## src/rtl/fifo_ctrl_8x12_pkg.sv

```systemverilog
// Shared definitions for the 8x12 FIFO controller: state encoding, depth and
// default almost-full/almost-empty thresholds.
package fifo_ctrl_8x12_pkg;

    typedef enum logic [3:0] {
        ST_RESET  = 4'd0,
        ST_INIT   = 4'd1,
        ST_IDLE   = 4'd2,
        ST_ACTIVE = 4'd3,
        ST_ERROR  = 4'd4
    } state_t;

    localparam int         FIFO_DEPTH = 8;
    localparam logic [3:0] AFULL_DEF  = 4'd6;
    localparam logic [3:0] AEMPTY_DEF = 4'd2;

    // RAM accesses may only be issued from these two states.
    function automatic logic is_access_state(input state_t s);
        return (s == ST_IDLE) || (s == ST_ACTIVE);
    endfunction

endpackage

```

## src/rtl/fifo_ctrl_8x12_ptr.sv

```systemverilog
// Wrapping FIFO pointer: address bits plus one wrap bit, advanced on an
// accepted access.
module fifo_ptr #(
    parameter int PTR_W = 4
) (
    input  logic             clk,
    input  logic             reset,
    input  logic             i_inc,
    output logic [PTR_W-1:0] o_ptr
);

    logic [PTR_W-1:0] r_ptr;

    // Pointer register, wraps naturally at 2**PTR_W.
    always_ff @(posedge clk or posedge reset) begin
        if (reset) begin
            r_ptr <= '0;
        end else if (i_inc) begin
            r_ptr <= r_ptr + {{(PTR_W-1){1'b0}}, 1'b1};
        end else begin
            r_ptr <= r_ptr;
        end
    end

    assign o_ptr = r_ptr;

endmodule

```

## src/rtl/fifo_ctrl_8x12.sv

```systemverilog
// Sequencing controller that turns an 8x12 dual-port RAM into a synchronous
// FIFO: pointers, occupancy, flags, sticky errors and the operating FSM.
module fifo_ctrl_8x12
    import fifo_ctrl_8x12_pkg::*;
#(
    parameter int DATA_W     = 12,
    parameter int ADDR_W     = 3,
    parameter int AFULL_RST  = 6,
    parameter int AEMPTY_RST = 2
) (
    input  logic              clk,
    input  logic              reset,
    input  logic              init,
    input  logic [3:0]        afull_thr,
    input  logic [3:0]        aempty_thr,
    input  logic              push,
    input  logic [DATA_W-1:0] push_data,
    input  logic              pop,
    output logic [DATA_W-1:0] pop_data,
    output logic              pop_valid,
    output logic              full,
    output logic              empty,
    output logic              almost_full,
    output logic              almost_empty,
    output logic [3:0]        fifo_count,
    output logic              overflow_err,
    output logic              underflow_err,
    output logic [3:0]        state,
    output logic [DATA_W-1:0] data_a,
    output logic [ADDR_W-1:0] addr_wa,
    output logic [ADDR_W-1:0] addr_ra,
    output logic              we_a,
    output logic              re_a,
    input  logic [DATA_W-1:0] q_a
);

    localparam int PTR_W = ADDR_W + 1;
    localparam int DEPTH = 2 ** ADDR_W;

    state_t            r_state;
    logic [PTR_W-1:0]  r_count;
    logic [3:0]        r_afull_thr;
    logic [3:0]        r_aempty_thr;
    logic              r_full;
    logic              r_empty;
    logic              r_afull;
    logic              r_aempty;
    logic              r_overflow;
    logic              r_underflow;
    logic              r_pop_valid;
    logic [DATA_W-1:0] r_pop_data;

    logic [PTR_W-1:0]  w_wr_ptr;
    logic [PTR_W-1:0]  w_rd_ptr;
    logic              w_legal;
    logic              w_overflow;
    logic              w_underflow;
    logic              w_push_acc;
    logic              w_pop_acc;
    logic [PTR_W-1:0]  w_count_nxt;
    logic [3:0]        w_afull_thr_nxt;
    logic [3:0]        w_aempty_thr_nxt;

    fifo_ptr #(.PTR_W(PTR_W)) u_wr_ptr (
        .clk   (clk),
        .reset (reset),
        .i_inc (w_push_acc),
        .o_ptr (w_wr_ptr)
    );

    fifo_ptr #(.PTR_W(PTR_W)) u_rd_ptr (
        .clk   (clk),
        .reset (reset),
        .i_inc (w_pop_acc),
        .o_ptr (w_rd_ptr)
    );

    // Underflow drops a simultaneous push too: there is no empty-FIFO bypass.
    assign w_legal     = is_access_state(r_state);
    assign w_underflow = w_legal & pop & r_empty;
    assign w_overflow  = w_legal & push & r_full & ~pop;
    assign w_pop_acc   = w_legal & pop & ~r_empty;
    assign w_push_acc  = w_legal & push & ~w_underflow & ~w_overflow;

    // Next occupancy from next pointers; thresholds track the inputs only in INIT.
    always_comb begin
        w_count_nxt      = (w_wr_ptr + {{(PTR_W-1){1'b0}}, w_push_acc})
                         - (w_rd_ptr + {{(PTR_W-1){1'b0}}, w_pop_acc});
        w_afull_thr_nxt  = r_afull_thr;
        w_aempty_thr_nxt = r_aempty_thr;
        if (r_state == ST_INIT) begin
            w_afull_thr_nxt  = afull_thr;
            w_aempty_thr_nxt = aempty_thr;
        end else begin
            w_afull_thr_nxt  = r_afull_thr;
            w_aempty_thr_nxt = r_aempty_thr;
        end
    end

    // Operating FSM together with the registered occupancy, flags and read port.
    always_ff @(posedge clk or posedge reset) begin
        if (reset) begin
            r_state      <= ST_RESET;
            r_count      <= '0;
            r_afull_thr  <= 4'(AFULL_RST);
            r_aempty_thr <= 4'(AEMPTY_RST);
            r_full       <= 1'b0;
            r_empty      <= 1'b1;
            r_afull      <= 1'b0;
            r_aempty     <= 1'b1;
            r_overflow   <= 1'b0;
            r_underflow  <= 1'b0;
            r_pop_valid  <= 1'b0;
            r_pop_data   <= '0;
        end else begin
            case (r_state)
                ST_RESET:  r_state <= ST_INIT;
                ST_INIT:   r_state <= init ? ST_INIT : ST_IDLE;
                ST_IDLE: begin
                    if (w_overflow || w_underflow) begin
                        r_state <= ST_ERROR;
                    end else if (init) begin
                        r_state <= ST_INIT;
                    end else if ((r_count != '0) || w_push_acc) begin
                        r_state <= ST_ACTIVE;
                    end else begin
                        r_state <= ST_IDLE;
                    end
                end
                ST_ACTIVE: begin
                    if (w_overflow || w_underflow) begin
                        r_state <= ST_ERROR;
                    end else if ((w_count_nxt == '0) && !push) begin
                        r_state <= ST_IDLE;
                    end else begin
                        r_state <= ST_ACTIVE;
                    end
                end
                ST_ERROR:  r_state <= ST_ERROR;
                default:   r_state <= ST_ERROR;
            endcase

            r_count      <= w_count_nxt;
            r_afull_thr  <= w_afull_thr_nxt;
            r_aempty_thr <= w_aempty_thr_nxt;
            r_full       <= (32'(w_count_nxt) == DEPTH);
            r_empty      <= (w_count_nxt == '0);
            r_afull      <= (32'(w_count_nxt) >= 32'(w_afull_thr_nxt));
            r_aempty     <= (32'(w_count_nxt) <= 32'(w_aempty_thr_nxt));
            r_overflow   <= r_overflow | w_overflow;
            r_underflow  <= r_underflow | w_underflow;
            r_pop_valid  <= w_pop_acc;
            r_pop_data   <= w_pop_acc ? q_a : r_pop_data;
        end
    end

    assign pop_data      = r_pop_data;
    assign pop_valid     = r_pop_valid;
    assign full          = r_full;
    assign empty         = r_empty;
    assign almost_full   = r_afull;
    assign almost_empty  = r_aempty;
    assign fifo_count    = 4'(r_count);
    assign overflow_err  = r_overflow;
    assign underflow_err = r_underflow;
    assign state         = r_state;
    assign data_a        = push_data;
    assign addr_wa       = w_wr_ptr[ADDR_W-1:0];
    assign addr_ra       = w_rd_ptr[ADDR_W-1:0];
    assign we_a          = w_push_acc;
    assign re_a          = w_pop_acc;

endmodule

```

## config.mk

```make
export PLATFORM = sky130hd
export DESIGN_NAME = fifo_ctrl_8x12
export DESIGN_NICKNAME = d
export VERILOG_FILES = /design/src/rtl/fifo_ctrl_8x12_pkg.sv /design/src/rtl/fifo_ctrl_8x12_ptr.sv /design/src/rtl/fifo_ctrl_8x12.sv
export SDC_FILE = /design/constraint.sdc
export NUM_CORES = 1
export LEC_CHECK = 0
export CAP_MARGIN = 25
export CORE_UTILIZATION = 40
export CTS_BUF_LIST = sky130_fd_sc_hd__clkbuf_8
export DETAILED_ROUTE_END_ITERATION = 12
export PLACE_DENSITY = 0.77
export RECOVER_POWER = 100
export SLEW_MARGIN = 30
export SYNTH_ARGS = -nofsm -noshare
export SYNTH_HDL_FRONTEND = slang
export SYNTH_SLANG_ARGS = --single-unit
```

## constraint.sdc

```tcl
create_clock -name clk -period 3.5 [get_ports clk]
set_clock_uncertainty 0.05 [all_clocks]
set_input_delay 0.7 -clock clk [delete_from_list [all_inputs] [get_ports clk]]
set_output_delay 0.7 -clock clk [all_outputs]
set_load 0.02 [all_outputs]
```

==> key figures <==
Worst setup path
  • R2R Setup Slk: 0.24 ns
  • Reg2reg path depth: 13
  • Setup crit start kind: primary input
  • Worst R2R End: almost_empty
  • Critical path class: primary input to flop
  • CP Max Fanout: 4
  • Crit Reg-Reg Startpoint: state[1]
  • Required @ worst endpoint: 3.67 ns
  • Arr. time, crit path: 3.53 ns
  • CP Capture Type: flop

Place
  • Final GP Congestion: 0.780
  • DPL Wire Length: 2910 µm
  • Setup Slack @ Placement: -0.497 ns
  • Port bufs: 58
  • Placed cell area: 2710 µm²

Timing
  • Final period utilization: 96.0%
  • Max transition margin: 18.2%
  • Fin. max-slew vios: 0
  • Max frequency: 298 MHz
  • Tmin final: 3.36 ns
  • Worst Tran Pin Value: 1.22 ns
  • RSZ-0062 raised after global routing: yes
  • Setup violators final: 0
  • Fin. Hold Viols: 0
  • Final setup margin: 0.139 ns

Logic synthesis
  • Average cell area after synthesis: 12.7 µm²
  • Top FF cell, synth: dfrtp_1
  • Top cells by area, synth: dfrtp_1 43%, ha_1 7.5%, buf_4 6.6%, dfstp_2 6.1%, mux2_2 5.7%
  • Post-Synthesis Net Count: 222
  • Synth warn: 0
  • Post-Syn Area: 2150 µm²
  • Synth top area share: 43.0%
  • Post-synth ARST share: 100%
  • Mapped Cells: 169
  • Synth cell types: 40
  • EDFF count, synth: 0
  • Synth area leader: dfrtp_1
  • Register area share after synthesis: 49.1%
  • Flops & latches, synth: 42

Clock network
  • Cts hold-fix bufs: 0
  • Clk slew on worst S/H paths: 0.07 ns
  • CTS tree: done
  • Clock Sinks: 42
  • Worst-Skew Late Latency: 0.29 ns
  • Clk buf depth: 2
  • Root Buffer: clkbuf_8
  • CTS buffer count: 5
  • H-tree depth: 2

Power
  • Max VDD drop: 0.000517 V
  • Final Total Pwr: 0.00335 W
  • PwrDens: 1190 nW/µm²
  • Leak Pwr: 1.26 nW

Final layout
  • Area delta synth->final: 30.8%
  • Most frequent cells in the layout: 54 x clkdlybuf4s50_1, 37 x dfrtp_1, 16 x inv_1, 11 x ha_1, 9 x mux2_2
  • Post-route cell area: 2820 µm²
  • Final nets: 275
  • Share of layout cells above drive strength 1: 18.4%
  • Commonest non-fill, non-tap cell in the layout: clkdlybuf4s50_1
  • N_diodes: 0
  • Fillers: 484

GRT
  • Pin count of the biggest net entering global routing: 30
  • First-pass GRT wire length: 6040 µm
  • Vias in the first global route: 1298
  • Overflow after GRT: 0
  • Gr usage total: 14.7%
  • Initial antenna violation count: 0

Route
  • Detailed Routing Iterations Pass 1: 3
  • Vias: 1319
  • WL final: 3730 µm
  • Remaining DRCs: 0
  • Routed WL per cell: 12.7 µm
  • Drt initial violations: 62
  • DRT antenna net count: 0
  • DR vias/cell: 4.50

Die
  • Die area: 5680 µm²
  • Placeable Area: 5140 µm²
  • Starting Density: 41.9%
  • Die height: 75.4 µm
  • I/O pins: 84
  • Rows: 26
  • Die X: 75.4 µm

Worst hold path
  • Min-delay src: underflow_err
  • Number of cells on the worst hold path: 1
  • Min-Delay Path Class: flop to flop
  • Worst hold endpoint: underflow_err

Status
  • Run status: finished, final reports clean

Flow run
  • Max-Cap Viols: 0
## synthesized netlist by cell type, types with 2 or more instances
cell / number
a21o_1: 3
and2_1: 3
buf_4: 19
dfrtp_1: 37
dfstp_2: 5
fa_1: 3
ha_1: 13
inv_1: 19
mux2_2: 11
mux2_4: 5
mux2i_1: 6
nand2_1: 3
nand2b_1: 2
nand3_1: 2
nand4_1: 2
nor2_1: 4
nor2b_1: 2
nor3_1: 2
o21a_1: 2
xnor2_1: 4
xor2_1: 3
## cell type report
| cell class | count | area [µm²] | area share (%) |
|---|---|---|---|
| sequential | 42 | 1060 | 37.5 |
| multi-input combinational | 86 | 848 | 30.1 |
| timing repair buffer | 68 | 643 | 22.8 |
| clock buffer | 8 | 110 | 3.91 |
| tap | 70 | 87.6 | 3.11 |
| inverter | 19 | 72.6 | 2.57 |
## what timing repair did
item	4_1_cts	5_1_grt
resized for setup	2	3
gates cloned	0	0
endpoints found under the hold margin	0	0
buffers inserted	1	1
endpoints found under the setup margin	3	3
pin swaps	1	2
## how the worst max path moves through the flow
| stage | cells past startpoint | end | start |
|---|---|---|---|
| global route | 15 | almost_full | push |
| floorplan | 15 | almost_empty | pop |
| global placement | 16 | almost_empty | pop |
| finish | 14 | almost_empty | pop |
| CTS | 16 | almost_empty | pop |
| detailed placement | 16 | almost_empty | pop |
## registers in the layout, indices dropped and copies added (netlist names)
signal	cells
almost_empty	1
almost_full	1
empty	1
fifo_count	4
full	1
overflow_err	1
pop_data	12
pop_valid	1
r_aempty_thr	4
r_afull_thr	4
state	3
u_rd_ptr.o_ptr	4
u_wr_ptr.o_ptr	4
underflow_err	1
## worst max-delay path, stage by stage
cell and delay (ns):
clkdlybuf4s15_1 0.23, nand3b_1 0.20, nand4_1 0.13, inv_2 0.06
fa_2 0.32, inv_1 0.07, fa_1 0.40, inv_1 0.07
ha_2 0.17, fa_2 0.47, ha_1 0.33, o21a_1 0.11
o21a_1 0.16, o21ai_1 0.11
## per-stage QoR
stage,utilization [%],std cells,TNS [ns],hold slack (ns)
floorplan,-,169,-0.0272,0.393
global placement,52.8,283,-1.16,0.404
detailed placement,52.8,283,-1.66,0.405
CTS,55.0,292,0,0.423
global route,54.8,293,-0.0294,0.439
finish,54.8,293,0,0.415
## power by group
group	internal (W)	switching [W]	total, W
Combinational	0.00108	0.000993	0.00208
Clock	0.000199	0.000155	0.000354
Sequential	0.000762	0.000163	0.000924
Total	0.00204	0.00131	0.00335
## routing by layer
| metal | GRT usage (%) | share of wire (%) |
|---|---|---|
| met1 | 19.2 | 44 |
| met2 | 22.1 | 50 |
| met3 | 3.97 | 4.6 |
| met4 | 8.64 | 1.6 |
| met5 | 0 | 0 |
## cell families after synthesis
family                   synth area share (%)
buffers and inverters                    11.6
AND/OR/NAND/NOR                          8.19
flip-flops                               49.1
other                                   0.174
adder cells (fa/ha/maj)                  10.3
AO/OA/AOI/OAI                            3.95
multiplexers                             12.0
XOR/XNOR                                 4.65
Power figures use the tool's default switching activity.
